`config.mk`:
```
export PLATFORM = sky130hd
export DESIGN_NAME = trace_cmd_sequencer
export DESIGN_NICKNAME = d
export VERILOG_FILES = /design/src/rtl/cache_pkg.sv /design/src/rtl/trace_fifo.sv /design/src/rtl/trace_cmd_sequencer.sv
export SDC_FILE = /design/constraint.sdc
export NUM_CORES = 1
export LEC_CHECK = 0
export CAP_MARGIN = 20
export CORE_MARGIN = 5
export CORE_UTILIZATION = 45
export DETAILED_ROUTE_END_ITERATION = 6
export PLACE_DENSITY = 0.69
export SLEW_MARGIN = 20
export SYNTH_ARGS = -nofsm -noshare
export SYNTH_HDL_FRONTEND = slang
export SYNTH_HIERARCHICAL = 1
export SYNTH_SLANG_ARGS = --single-unit
```
`constraint.sdc`:
```
create_clock -name clk -period 4.6 [get_ports clk]
set_input_delay 0.46 -clock clk [delete_from_list [all_inputs] [get_ports clk]]
set_output_delay 0.46 -clock clk [all_outputs]
set_load 0.1 [all_outputs]
```
`src/rtl/cache_pkg.sv`:
```
// Shared trace command definitions for the L2 cache model and its feeder.
package cache_pkg;

  localparam int DEF_I_SIZE = 32;

  typedef enum logic [3:0] {
    CMD_L1_RD    = 4'd0,
    CMD_L1_WR    = 4'd1,
    CMD_IFETCH   = 4'd2,
    CMD_L2_INV   = 4'd3,
    CMD_SNP_RD   = 4'd4,
    CMD_SNP_WR   = 4'd5,
    CMD_SNP_RWIM = 4'd6,
    CMD_CLEAR    = 4'd8,
    CMD_PRINT    = 4'd9
  } cmd_e;

  typedef enum logic [2:0] {
    ST_IDLE  = 3'd0,
    ST_ISSUE = 3'd1,
    ST_WAIT  = 3'd2,
    ST_CLEAR = 3'd3,
    ST_PRINT = 3'd4
  } seq_state_e;

  function automatic logic is_cpu_cmd(input logic [3:0] c);
    return (c <= 4'd2);
  endfunction

  function automatic logic is_snoop_cmd(input logic [3:0] c);
    return (c >= 4'd3) && (c <= 4'd6);
  endfunction

endpackage

```
`src/rtl/trace_fifo.sv`:
```
// Synchronous FIFO for trace records; pointers carry an extra MSB so that
// full and empty are distinguishable without a separate occupancy counter.
module trace_fifo #(
  parameter int WIDTH = 36,
  parameter int DEPTH = 4
) (
  input  logic             clk,
  input  logic             reset,
  input  logic             i_push,
  input  logic             i_pop,
  input  logic [WIDTH-1:0] i_wdata,
  output logic [WIDTH-1:0] o_rdata,
  output logic             o_empty,
  output logic             o_full
);

  localparam int AW = $clog2(DEPTH);

  logic [WIDTH-1:0] r_mem [DEPTH];
  logic [AW:0]      r_wr_ptr;
  logic [AW:0]      r_rd_ptr;
  logic             w_do_push;
  logic             w_do_pop;

  assign w_do_push = i_push && !o_full;
  assign w_do_pop  = i_pop && !o_empty;

  // Read and write pointers
  always_ff @(posedge clk) begin
    if (reset) begin
      r_wr_ptr <= {(AW+1){1'b0}};
      r_rd_ptr <= {(AW+1){1'b0}};
    end else begin
      if (w_do_push) r_wr_ptr <= r_wr_ptr + {{AW{1'b0}}, 1'b1};
      if (w_do_pop)  r_rd_ptr <= r_rd_ptr + {{AW{1'b0}}, 1'b1};
    end
  end

  // Storage array, written at the tail
  always_ff @(posedge clk) begin
    if (w_do_push) r_mem[r_wr_ptr[AW-1:0]] <= i_wdata;
  end

  assign o_rdata = r_mem[r_rd_ptr[AW-1:0]];
  assign o_empty = (r_wr_ptr == r_rd_ptr);
  assign o_full  = (r_wr_ptr[AW] != r_rd_ptr[AW]) &&
                   (r_wr_ptr[AW-1:0] == r_rd_ptr[AW-1:0]);

endmodule

```
`src/rtl/trace_cmd_sequencer.sv`:
```
// Buffers decoded trace records, issues them to the cache one at a time,
// turns clear/print into strobes and keeps saturating hit/miss statistics.
module trace_cmd_sequencer
  import cache_pkg::*;
#(
  parameter int I_SIZE     = DEF_I_SIZE,
  parameter int FIFO_DEPTH = 4,
  parameter int CNT_W      = 32
) (
  input  logic              clk,
  input  logic              reset,
  input  logic              trc_valid,
  output logic              trc_ready,
  input  logic [3:0]        trc_cmd,
  input  logic [I_SIZE-1:0] trc_addr,
  output logic              cache_valid,
  input  logic              cache_ready,
  output logic [3:0]        command,
  output logic [I_SIZE-1:0] instruction,
  input  logic              cache_done,
  input  logic              hit,
  output logic              clear_req,
  output logic              print_req,
  output logic [CNT_W-1:0]  reads,
  output logic [CNT_W-1:0]  writes,
  output logic [CNT_W-1:0]  hits,
  output logic [CNT_W-1:0]  misses,
  output logic [CNT_W-1:0]  bad_cmds,
  output logic              idle
);

  localparam int DW = 4 + I_SIZE;

  seq_state_e        r_state;
  seq_state_e        w_next;
  logic              w_pop;
  logic              w_push;
  logic              w_empty;
  logic              w_full;
  logic              w_illegal;
  logic [DW-1:0]     w_head;
  logic [3:0]        w_head_cmd;
  logic [I_SIZE-1:0] w_head_addr;

  logic              r_cache_valid;
  logic              r_clear_req;
  logic              r_print_req;
  logic [3:0]        r_command;
  logic [I_SIZE-1:0] r_instruction;
  logic [CNT_W-1:0]  r_reads;
  logic [CNT_W-1:0]  r_writes;
  logic [CNT_W-1:0]  r_hits;
  logic [CNT_W-1:0]  r_misses;
  logic [CNT_W-1:0]  r_bad_cmds;

  function automatic logic [CNT_W-1:0] sat_inc(input logic [CNT_W-1:0] v);
    return (&v) ? v : v + {{(CNT_W-1){1'b0}}, 1'b1};
  endfunction

  assign w_push      = trc_valid && !w_full;
  assign w_head_cmd  = w_head[DW-1 -: 4];
  assign w_head_addr = w_head[I_SIZE-1:0];
  assign w_illegal   = !is_cpu_cmd(w_head_cmd) && !is_snoop_cmd(w_head_cmd) &&
                       (w_head_cmd != CMD_CLEAR) && (w_head_cmd != CMD_PRINT);

  trace_fifo #(
    .WIDTH (DW),
    .DEPTH (FIFO_DEPTH)
  ) u_fifo (
    .clk     (clk),
    .reset   (reset),
    .i_push  (w_push),
    .i_pop   (w_pop),
    .i_wdata ({trc_cmd, trc_addr}),
    .o_rdata (w_head),
    .o_empty (w_empty),
    .o_full  (w_full)
  );

  // Next-state and pop decision
  always_comb begin
    w_next = r_state;
    w_pop  = 1'b0;
    case (r_state)
      ST_IDLE: begin
        if (!w_empty) begin
          w_pop = 1'b1;
          if (is_cpu_cmd(w_head_cmd) || is_snoop_cmd(w_head_cmd)) begin
            w_next = ST_ISSUE;
          end else if (w_head_cmd == CMD_CLEAR) begin
            w_next = ST_CLEAR;
          end else if (w_head_cmd == CMD_PRINT) begin
            w_next = ST_PRINT;
          end else begin
            w_next = ST_IDLE;
          end
        end else begin
          w_next = ST_IDLE;
        end
      end
      ST_ISSUE: begin
        if (cache_ready) w_next = ST_WAIT;
        else             w_next = ST_ISSUE;
      end
      ST_WAIT: begin
        if (cache_done) w_next = ST_IDLE;
        else            w_next = ST_WAIT;
      end
      ST_CLEAR: w_next = ST_IDLE;
      ST_PRINT: w_next = ST_IDLE;
      default:  w_next = ST_IDLE;
    endcase
  end

  // State register and registered request/strobe outputs
  always_ff @(posedge clk) begin
    if (reset) begin
      r_state       <= ST_IDLE;
      r_cache_valid <= 1'b0;
      r_clear_req   <= 1'b0;
      r_print_req   <= 1'b0;
      r_command     <= 4'd0;
      r_instruction <= {I_SIZE{1'b0}};
    end else begin
      r_state       <= w_next;
      r_cache_valid <= (w_next == ST_ISSUE);
      r_clear_req   <= (w_next == ST_CLEAR);
      r_print_req   <= (w_next == ST_PRINT);
      if (w_pop) begin
        r_command     <= w_head_cmd;
        r_instruction <= w_head_addr;
      end
    end
  end

  // Statistics; snoop completions deliberately leave every counter untouched
  always_ff @(posedge clk) begin
    if (reset || (r_state == ST_CLEAR)) begin
      r_reads    <= {CNT_W{1'b0}};
      r_writes   <= {CNT_W{1'b0}};
      r_hits     <= {CNT_W{1'b0}};
      r_misses   <= {CNT_W{1'b0}};
      r_bad_cmds <= {CNT_W{1'b0}};
    end else begin
      if (w_pop && w_illegal) r_bad_cmds <= sat_inc(r_bad_cmds);
      if ((r_state == ST_WAIT) && cache_done && is_cpu_cmd(r_command)) begin
        if (r_command == CMD_L1_WR) r_writes <= sat_inc(r_writes);
        else                        r_reads  <= sat_inc(r_reads);
        if (hit) r_hits   <= sat_inc(r_hits);
        else     r_misses <= sat_inc(r_misses);
      end
    end
  end

  assign trc_ready   = !w_full;
  assign idle        = w_empty && (r_state == ST_IDLE);
  assign cache_valid = r_cache_valid;
  assign clear_req   = r_clear_req;
  assign print_req   = r_print_req;
  assign command     = r_command;
  assign instruction = r_instruction;
  assign reads       = r_reads;
  assign writes      = r_writes;
  assign hits        = r_hits;
  assign misses      = r_misses;
  assign bad_cmds    = r_bad_cmds;

endmodule

```
==> qor.csv <==
metric,value,unit
multi_input_comb_area,6630,um2
cts_setup_buffers,0,
initial_core_util,0.452,
fin_crit_sh,0.773,
wl_met3,2810,um
cp.required,4.14,ns
tightest_slew,1.10,ns
syn_area_per_cell,10.5,um2
timing.critical_path.cells,xnor2_1 > nand2_1 > nor2_1 > inv_1 > clkdlybuf4s50_1,
first_global_vias,12100,
cp_max_fo,8,
outcome,finished clean,
grt_max_degree,146,
wl_per_cell,18.5,um
maxSlewHeadroom,0.265,
arrival,3.10,ns
grt_use_total,0.202,
fp.dieH,196,um
ys_seq_elements,354,
die_width,196,um
grt_pass1_wl,64800,um
reg2reg_depth,8,
seq_area_frac_synth,0.550,
report.final.slew_viol_count,0,
hold_buffers,0,
ys_types,63,
highest_layer,met4,
clk_latency,0.55,ns
post_cts_resized,0,
clkTransAtPathRegs,0.06,ns
clock_skew,0.0278,ns
ant_nets,0,
synth_top_area_cell,edfxtp_1,
synth_nets,1523,
synthTopCellsByCount,"dfxtp_1, nand2_1, a21oi_1",
yosys-top-cells-area,"edfxtp_1, dfxtp_1, mux4_2",
cts.htree.levels,2,
hold-worst-slack,0.454,ns
drt_iter0_markers,692,
max_freq,281,MHz
synth_flop_cell,dfxtp_1,
layout_min_cycle_time,3.56,ns
synth-warning-count,6,
cts_buffers,40,
firstDrtPassIters,5,
vias,12800,
seq_area,8530,um2
syn_area,15500,um2
hold_viol_final,0,
netlist_instances,1471,
drt-vias-per-instance,5.86,
peakVddDrop,0.000462,V
hpwl,27200,um
setup_violations,0,
ys_async_sr_fraction,0,
clock-sinks,354,
clock_path_buffers,3,
p_leak,6.17,nW
rows,68,
tns,0,ns
io_buffers,242,
slowest_delay,0.96,ns
core-area,34300,um2
wl_met2,19400,um
finalWirelength,40400,um
power_density,481,nW/um2
antenna_found_initial,2,
synth-edff-count,144,
dieArea,38300,um2
end_kind,primary output,
syn_to_final_growth,26.8,%
layout-drive-gt1-share,0.0771,
start_kind,flip-flop,
cts_tree,built,
drt-met1-wl,17200,um
hold_path.class,reg2reg,
synth_top_area_frac,0.279,
yosysMostFrequentCell,dfxtp_1,
io_pins,243,
drcViolationCount,0,
finalPower,9.45,mW
maxCapViolations,0,
grt_overflow,0,
gp_congestion,0.864,
criticalPathCategory,reg2out,
root_buffer,clkbuf_16,
holdPathStages,2,
fill_cells,2934,
fin_nets,1745,
cp_slowest_cell,clkdlybuf4s50_1,
rsz0062_at_grt,no,
sequential cells by signal, summed over array words and instances (netlist names), named ones only:
name	cells
r_state	3
instruction	32
clear_req	1
reads	32
u_fifo/r_wr_ptr	3
hits	32
u_fifo/r_mem	144
u_fifo/r_rd_ptr	3
misses	32
bad_cmds	32
writes	32
print_req	1
command	4
cache_valid	1
kinds of logic (layout without fill, tap and decap cells):
group                      after synthesis  count (layout)  synth area share
and+or+nand+nor                        594             594             0.211
muxes                                   44              44            0.0575
xor gates and xnor gates                21              21            0.0119
AOI/OAI and AO/OA                      347             347             0.134
buffers and inverters                  101             354            0.0274
other                                    0               2                 0
adders and majority gates               10              10           0.00807
DFF                                    354             354             0.550
layer usage:
metal | track usage | up-vias
met3 | 0.0424 | 63
li1 | - | 6135
met1 | 0.273 | 6216
met2 | 0.334 | 359
met4 | 0.0538 | 0
met5 | 0 | -
through the flow:
step	instance area (um2)	setup slack, ns	utilization	instances
after floorplan	15500	1.02	-	1471
after global placement	18300	1.48	0.535	2106
after detailed placement	18300	1.38	0.535	2106
after CTS	19600	1.04	0.573	2179
after global routing	19700	0.885	0.573	2181
final	19700	1.04	0.573	2181
worst max-delay path, delay by kind of cell, from the launching register on:
family,cells,cell delay (ns)
and+or+nand+nor,2,0.48
DFF,1,0.37
buffers and inverters,2,1.03
xor gates and xnor gates,1,0.66
where the power goes:
group	switching, mW	internal, mW	total (mW)	leakage (nW)
Sequential	0.183	3.63	3.82	3.02
Clock	1.27	1.85	3.13	0.630
Combinational	1.80	0.710	2.51	2.52
Total	3.25	6.19	9.45	6.17
path summary, 6_finish.rpt:
| path | to | slack [ns] | from |
|---|---|---|---|
| hold / removal | instruction[10] | 0.45 | instruction[10] |
| setup / recovery | trc_ready | 1.04 | u_fifo/r_rd_ptr[0] |
| hold reg to reg | instruction[10] | 0.45 | instruction[10] |
| setup reg to reg | bad_cmds[25] | 1.39 | u_fifo/r_rd_ptr[2] |
area by class of cell:
cell class | count | share of cell area
Tap cell | 455 | 0.0290
Multi-Input combinational cell | 1016 | 0.337
Timing Repair Buffer | 256 | 0.129
Sequential cell | 354 | 0.434
Clock buffer | 58 | 0.0580
Antenna cell | 2 | 0.000255
Clock inverter | 15 | 0.00808
Inverter | 25 | 0.00477
placed cells by master, fill, tap and decap left out, types with 14 or more instances in the layout:
master and n:
nand4_1 52, nand2_1 168, and2_1 20, buf_4 14, o31ai_1 45, o21ai_0 69, dfxtp_1 209, edfxtp_1 144
and4_1 23, mux4_2 36, inv_1 25, o211ai_1 17, or3_1 64, or4_1 59, clkdlybuf4s50_1 240, nand3_1 71
xnor2_1 15, nor2_1 45, and3_1 22, clkbuf_16 41, nor4_1 15, a21oi_1 155
(Power assumes the default switching activity.)
